[config.mk]
export PLATFORM = sky130hd
export DESIGN_NAME = lsu_mem_master_flat
export DESIGN_NICKNAME = d
export VERILOG_FILES = /design/src/rtl/lsu_mem_master_if.sv /design/src/rtl/lsu_mem_master.sv /design/src/flat_wrapper.sv
export SDC_FILE = /design/constraint.sdc
export NUM_CORES = 1
export LEC_CHECK = 0
export ABC_AREA = 0
export CORE_MARGIN = 4
export CORE_UTILIZATION = 40
export CTS_BUF_LIST = sky130_fd_sc_hd__clkbuf_4 sky130_fd_sc_hd__clkbuf_8 sky130_fd_sc_hd__clkbuf_16
export DETAILED_ROUTE_END_ITERATION = 12
export GPL_ROUTABILITY_DRIVEN = 0
export PLACE_DENSITY = 0.69
export SYNTH_ARGS = -nofsm -noshare
export SYNTH_HDL_FRONTEND = slang
export SYNTH_SLANG_ARGS = --single-unit
[constraint.sdc]
create_clock -name clk -period 5.15 [get_ports clk]
set_clock_uncertainty 0.15 [all_clocks]
set_input_delay 1.2875 -clock clk [delete_from_list [all_inputs] [get_ports clk]]
set_output_delay 1.2875 -clock clk [all_outputs]
set_load 0.05 [all_outputs]
[src/rtl/lsu_mem_master_if.sv]
// Load/store request, response and word-memory signals shared by the LSU and its environment.
// The master modport is the LSU side; the slave modport is the core/memory side.
interface lsu_mem_master_if;
   logic        req_valid;
   logic        req_ready;
   logic        req_store;
   logic [2:0]  req_funct3;
   logic [31:0] req_addr;
   logic [31:0] req_wdata;
   logic        rsp_valid;
   logic        rsp_ready;
   logic [31:0] rsp_rdata;
   logic        rsp_err;
   logic [31:0] mem_address;
   logic [31:0] mem_data_out;
   logic [31:0] mem_data_in;
   logic        mem_we;

   modport master (
      input  req_valid, req_store, req_funct3, req_addr, req_wdata, rsp_ready, mem_data_in,
      output req_ready, rsp_valid, rsp_rdata, rsp_err, mem_address, mem_data_out, mem_we
   );

   modport slave (
      output req_valid, req_store, req_funct3, req_addr, req_wdata, rsp_ready, mem_data_in,
      input  req_ready, rsp_valid, rsp_rdata, rsp_err, mem_address, mem_data_out, mem_we
   );
endinterface

[src/rtl/lsu_mem_master.sv]
// RV32I load/store initiator for a single-port word memory; sub-word stores are read-modify-write.
// Latency accept->rsp_valid: load/SW 2, SB/SH 3, error 1; one request at a time, response held until rsp_ready.
module lsu_mem_master #(
   parameter int unsigned MEM_BYTES = 4096
) (
   input  logic              clk,
   input  logic              resetn,
   lsu_mem_master_if.master  bus
);

   typedef enum logic [1:0] {IDLE, READ, WRITE, RESP} state_t;

   state_t      state, state_nxt;
   logic [31:0] addr_q, wdata_q, word_q, rdata_q;
   logic [2:0]  f3_q;
   logic        store_q, err_q;
   logic        req_err;
   logic [31:0] shifted, load_val, merge_val;
   logic [7:0]  lane_b;
   logic [15:0] lane_h;

   always_comb begin
      req_err = 1'b0;
      case (bus.req_funct3)
         3'b000, 3'b001, 3'b010, 3'b100, 3'b101: req_err = 1'b0;
         default:                                req_err = 1'b1;
      endcase
      if (bus.req_store && bus.req_funct3[2])                          req_err = 1'b1;
      if (bus.req_funct3[1:0] == 2'b01 && bus.req_addr[0])             req_err = 1'b1;
      if (bus.req_funct3 == 3'b010 && bus.req_addr[1:0] != 2'b00)      req_err = 1'b1;
      if (bus.req_addr >= MEM_BYTES)                                   req_err = 1'b1;
   end

   always_comb begin
      shifted = bus.mem_data_in >> {addr_q[1:0], 3'b000};
      lane_b  = shifted[7:0];
      lane_h  = addr_q[1] ? bus.mem_data_in[31:16] : bus.mem_data_in[15:0];
      case (f3_q)
         3'b000:  load_val = {{24{lane_b[7]}}, lane_b};
         3'b001:  load_val = {{16{lane_h[15]}}, lane_h};
         3'b100:  load_val = {24'd0, lane_b};
         3'b101:  load_val = {16'd0, lane_h};
         default: load_val = bus.mem_data_in;
      endcase
   end

   // Sub-word stores overwrite one lane of the word captured during READ.
   always_comb begin
      merge_val = word_q;
      if (f3_q[1:0] == 2'b00) begin
         case (addr_q[1:0])
            2'b00:   merge_val[7:0]   = wdata_q[7:0];
            2'b01:   merge_val[15:8]  = wdata_q[7:0];
            2'b10:   merge_val[23:16] = wdata_q[7:0];
            default: merge_val[31:24] = wdata_q[7:0];
         endcase
      end else if (f3_q[1:0] == 2'b01) begin
         if (addr_q[1]) merge_val[31:16] = wdata_q[15:0];
         else           merge_val[15:0]  = wdata_q[15:0];
      end else begin
         merge_val = wdata_q;
      end
   end

   always_ff @(posedge clk or negedge resetn) begin
      if (!resetn) state <= IDLE;
      else         state <= state_nxt;
   end

   always_comb begin
      state_nxt = state;
      case (state)
         IDLE: if (bus.req_valid) begin
            if (req_err)                                          state_nxt = RESP;
            else if (bus.req_store && bus.req_funct3 == 3'b010)   state_nxt = WRITE;
            else                                                  state_nxt = READ;
         end
         READ:    state_nxt = store_q ? WRITE : RESP;
         WRITE:   state_nxt = RESP;
         default: if (bus.rsp_ready) state_nxt = IDLE;
      endcase
   end

   always_comb begin
      bus.req_ready    = 1'b0;
      bus.rsp_valid    = 1'b0;
      bus.mem_we       = 1'b0;
      bus.mem_address  = 32'd0;
      bus.mem_data_out = 32'd0;
      case (state)
         IDLE:  bus.req_ready = 1'b1;
         READ:  bus.mem_address = {addr_q[31:2], 2'b00};
         WRITE: begin
            bus.mem_we       = 1'b1;
            bus.mem_address  = {addr_q[31:2], 2'b00};
            bus.mem_data_out = merge_val;
         end
         default: bus.rsp_valid = 1'b1;
      endcase
   end

   assign bus.rsp_rdata = rdata_q;
   assign bus.rsp_err   = err_q;

   always_ff @(posedge clk or negedge resetn) begin
      if (!resetn) begin
         addr_q  <= 32'd0;
         wdata_q <= 32'd0;
         word_q  <= 32'd0;
         rdata_q <= 32'd0;
         f3_q    <= 3'd0;
         store_q <= 1'b0;
         err_q   <= 1'b0;
      end else begin
         case (state)
            IDLE: if (bus.req_valid) begin
               addr_q  <= bus.req_addr;
               wdata_q <= bus.req_wdata;
               f3_q    <= bus.req_funct3;
               store_q <= bus.req_store;
               err_q   <= req_err;
               if (req_err) rdata_q <= 32'd0;
            end
            READ: begin
               word_q <= bus.mem_data_in;
               if (!store_q) rdata_q <= load_val;
            end
            WRITE:   rdata_q <= 32'd0;
            default: if (bus.rsp_ready) err_q <= 1'b0;
         endcase
      end
   end

endmodule
[src/flat_wrapper.sv]
// flat-port wrapper written by rule: the top's interface ports become plain ports
module lsu_mem_master_flat 
#(
   parameter int unsigned MEM_BYTES = 4096
)
  (clk, resetn, bus_req_valid, bus_req_store, bus_req_funct3, bus_req_addr, bus_req_wdata, bus_rsp_ready, bus_mem_data_in, bus_req_ready, bus_rsp_valid, bus_rsp_rdata, bus_rsp_err, bus_mem_address, bus_mem_data_out, bus_mem_we);
  lsu_mem_master_if bus_i ();
  input  logic clk;
  input  logic resetn;
  input wire logic [$bits(bus_i.req_valid)-1:0] bus_req_valid;
  input wire logic [$bits(bus_i.req_store)-1:0] bus_req_store;
  input wire logic [$bits(bus_i.req_funct3)-1:0] bus_req_funct3;
  input wire logic [$bits(bus_i.req_addr)-1:0] bus_req_addr;
  input wire logic [$bits(bus_i.req_wdata)-1:0] bus_req_wdata;
  input wire logic [$bits(bus_i.rsp_ready)-1:0] bus_rsp_ready;
  input wire logic [$bits(bus_i.mem_data_in)-1:0] bus_mem_data_in;
  output wire logic [$bits(bus_i.req_ready)-1:0] bus_req_ready;
  output wire logic [$bits(bus_i.rsp_valid)-1:0] bus_rsp_valid;
  output wire logic [$bits(bus_i.rsp_rdata)-1:0] bus_rsp_rdata;
  output wire logic [$bits(bus_i.rsp_err)-1:0] bus_rsp_err;
  output wire logic [$bits(bus_i.mem_address)-1:0] bus_mem_address;
  output wire logic [$bits(bus_i.mem_data_out)-1:0] bus_mem_data_out;
  output wire logic [$bits(bus_i.mem_we)-1:0] bus_mem_we;
  assign bus_i.req_valid = bus_req_valid;
  assign bus_i.req_store = bus_req_store;
  assign bus_i.req_funct3 = bus_req_funct3;
  assign bus_i.req_addr = bus_req_addr;
  assign bus_i.req_wdata = bus_req_wdata;
  assign bus_i.rsp_ready = bus_rsp_ready;
  assign bus_i.mem_data_in = bus_mem_data_in;
  assign bus_req_ready = bus_i.req_ready;
  assign bus_rsp_valid = bus_i.rsp_valid;
  assign bus_rsp_rdata = bus_i.rsp_rdata;
  assign bus_rsp_err = bus_i.rsp_err;
  assign bus_mem_address = bus_i.mem_address;
  assign bus_mem_data_out = bus_i.mem_data_out;
  assign bus_mem_we = bus_i.mem_we;
  lsu_mem_master #(.MEM_BYTES(MEM_BYTES)) u_core (.clk(clk), .resetn(resetn), .bus(bus_i));
endmodule
==> flow_summary.toml <==
[sta]
tns_ns = 0
timing.slew.headroom_pct = 29.43
max_freq_mhz = 206.5
rsz0062_at_grt = "no"
whs_ns = 0.3381
final_hold_viol_count = 0
finalSetupViolCount = 0
drv_slew = 0
min_period_ns = 4.842
tightest_slew_ns = 1.057
finalCritPeriodShare_pct = 94.01

[cells_and_area]
nFillCells = 1468
final_design_area_no_fill_sq_mm = 0.009781
syn_to_final_growth_pct = 40.14
stdcell_count = 1029
drive_gt1_share_pct = 25.37
multi_input_area_sq_mm = 0.003326
fin_nets = 900
antenna_cells = 0
seq_area_sq_mm = 0.003378

[setup_path]
crit_fanout = 28
cpLargestDelayFamily = "buffers and inverters"
arrival_ns = 3.40
required_ns = 3.71
worstPathCellList = "clkinv_1 > o21ai_1 > nand2_1 > a21oi_1 > buf_12"
cp-end-kind = "output pin"
r2r_setup_slack_ns = 2.04
crit_type = "register to output pin"
path_buf_inv = 2
cpPeakStageDelay_ns = 0.86
crit_slowest_cell = "clkinv_1"
cp-start-kind = "register"

[pwr]
power_density_mw_per_mm2 = 811.9
p_leak_nw = 4.018
intPower_mw = 4.226
sw_frac_of_total_pct = 46.78
ir_worst_vdd_mv = 0.5742
p_comb_share_pct = 59.0
pwr-share-seq_pct = 24.7
power.switching_mw = 3.715
p_clk_share_pct = 16.3
power_mw = 7.941

[drt]
via_count = 5851
drt_pass1_iterations = 5
routed_wl_mm = 22.31
avgViaCountPerCell = 5.686
drc_errors = 0
drt-initial-drc-count = 334
avgRoutedWirePerCell_um = 21.69
drtAntennaViolNets = 0

[synth]
ys_ff_latch = 135
synth-seq-area-share_pct = 48.40
synth-compound-area-share_pct = 14.68
syn_inst = 609
avgSynthCellArea_sq_um = 11.46
synth-edff-count = 0
synth_top_family_by_area = "multiplexers"
async_flop_share_pct = 100.0
syn-cell-area_sq_mm = 0.006979
ys_types = 51
synthXorXnorAreaFrac_pct = 0
synthMuxAreaShare_pct = 20.74
yosysWarnings = 0
synth_top_flop_cell = "dfrtp_1"
synthSimpleGateAreaFrac_pct = 11.37
synthAdderAreaFrac_pct = 0.7171

[status]
status = "completed"

[clock_tree]
htreeDepth = 4
cts_root_buf = "clkbuf_16"
clock-sinks = 135
cts_tree = "built"
cts_buffers = 17
cts_setup_buffers = 0
hold_buffers = 0
clock_path_buffers = 2
insertion_delay_ns = 0.41
cts_resized = 0
clk_pin_slew_ns = 0.06

[global_route]
grt_use_total_pct = 22.42
grt_overflow = 0
grt_max_degree = 115
grt_pass1_vias = 5992
grt_pass1_wl_mm = 34.38
grt_antenna_before_repair = 0

[floorplanning]
die_w_um = 140.1
initial_utilization_pct = 40.63
fp.dieArea_sq_mm = 0.01963
num_io_pins = 204
fp.coreArea_sq_mm = 0.01718
core.rowCount = 48
die_height_um = 140.1

[place]
placed_cell_area_sq_mm = 0.009151
io_buffers = 201
dp.cells = 998
dp_hpwl_mm = 16.60

[run]
maxCapViolations = 0

[min_path]
hp-class = "register to register"
## Yosys cell counts, types with 2 or more instances
cell / instances / share of area, %
a21oi_1: 18 / 1.3
a221oi_1: 15 / 1.9
a22o_1: 8 / 1.0
a311oi_1: 8 / 1.0
a32o_1: 16 / 2.3
and2_1: 31 / 2.8
buf_1: 5 / 0.27
buf_2: 12 / 0.86
buf_4: 5 / 0.54
clkbuf_1: 21 / 1.1
dfrtp_1: 135 / 48
ha_1: 4 / 0.72
inv_1: 15 / 0.81
mux2_2: 107 / 17
mux2_4: 14 / 3.0
nand2_1: 37 / 2.0
nand2b_1: 5 / 0.45
nand3_1: 10 / 0.72
nand3_2: 3 / 0.43
nor2_1: 36 / 1.9
nor2b_1: 2 / 0.18
nor3_1: 20 / 1.4
nor4_1: 8 / 0.72
o21a_1: 16 / 1.7
o21ai_0: 16 / 1.1
o21ai_1: 2 / 0.14
o221a_2: 7 / 1.1
o22ai_1: 8 / 0.72
o311ai_0: 3 / 0.38
## cell usage in the layout (no fill, tap or decap), drive strengths merged, types with 2 or more instances in the layout
cell type	netlist	final
a21oi	20	20
a221oi	15	15
a22o	8	8
a311oi	8	8
a32o	16	16
and2	31	31
and3	2	2
buf	24	32
bufinv	0	4
clkbuf	21	23
clkdlybuf4s50	0	176
clkinv	1	4
conb	1	2
dfrtp	135	135
ha	4	4
inv	15	15
mux2	121	121
nand2	37	37
nand2b	5	5
nand3	13	13
nor2	36	36
nor2b	2	2
nor3	20	20
nor4	9	9
o21a	16	16
o21ai	18	18
o221a	7	7
o22ai	8	8
o311ai	3	3
o31ai	2	2
## sequential cells by signal (all words and copies together), names as in the netlist
signal / cells
u_core.f3_q: 3
u_core.store_q: 1
u_core.addr_q: 32
u_core.bus.rsp_rdata: 32
u_core.wdata_q: 32
u_core.bus.rsp_err: 1
u_core.word_q: 32
u_core.state: 2
## logic make-up after synthesis
| kind of cell | Yosys count |
|---|---|
| adders and majority gates | 4 |
| and+or+nand+nor | 158 |
| buffers and inverters | 61 |
| DFF | 135 |
| other | 1 |
| muxes | 123 |
| AOI/OAI and AO/OA | 127 |
## stage by stage
stage	util, %	worst slack (ns)
4_1_cts	56.94	0.3428
6_report	56.94	0.3083
3_5_place_dp	53.28	0.8055
5_1_grt	56.94	0.009636
2_1_floorplan	-	1.143
3_3_place_gp	53.28	1.011
## cell type report
class                   instances  area share, %
clock buffers                  23          4.938
clock inverters                 8          1.497
inverters                      16         0.6140
well taps                     225          2.878
flip-flops and latches        135          34.54
repair buffers                208          21.53
multi-input cells             414          34.00
## worst register-to-register path: cells and delay by family (launching register included)
family / cells / cell delay, ns
AOI/OAI and AO/OA: 1 / 0.27
buffers and inverters: 2 / 1.37
DFF: 1 / 0.82
muxes: 1 / 0.14
and+or+nand+nor: 1 / 0.30
## worst paths after layout
path / start / end / depth (start not counted)
worst max-delay path: u_core.f3_q[1] / bus_mem_data_out[3] / 5
worst min-delay path: u_core.bus.rsp_rdata[30] / u_core.bus.rsp_rdata[30] / 1
worst max register to register: u_core.f3_q[1] / u_core.bus.rsp_rdata[0] / 5
worst min register to register: u_core.bus.rsp_rdata[30] / u_core.bus.rsp_rdata[30] / 1
max in group asynchronous: resetn / u_core.word_q[11] / 2
min in group asynchronous: resetn / u_core.bus.rsp_rdata[26] / 1
## power groups by stage
stage | Sequential [mW] | Combinational [mW] | Clock (mW)
floorplan | 1.99 | 3.15 | 0
global placement | 1.96 | 4.58 | 0
detailed placement | 1.97 | 4.68 | 0
CTS | 1.96 | 4.70 | 1.31
global route | 2.02 | 4.94 | 1.36
finish | 1.96 | 4.68 | 1.29
## metal layers
metal | global-route usage [%] | wire length [um] | part of all wire [%] | up-vias
li1 | - | - | - | 2610
met1 | 29.57 | 9271 | 42 | 2955
met2 | 35.86 | 10730 | 48 | 258
met3 | 7.306 | 1898 | 8.5 | 28
met4 | 5.915 | 412 | 1.8 | 0
met5 | 0 | 0 | 0 | -
No activity file was read; power rests on OpenSTA's default activity.
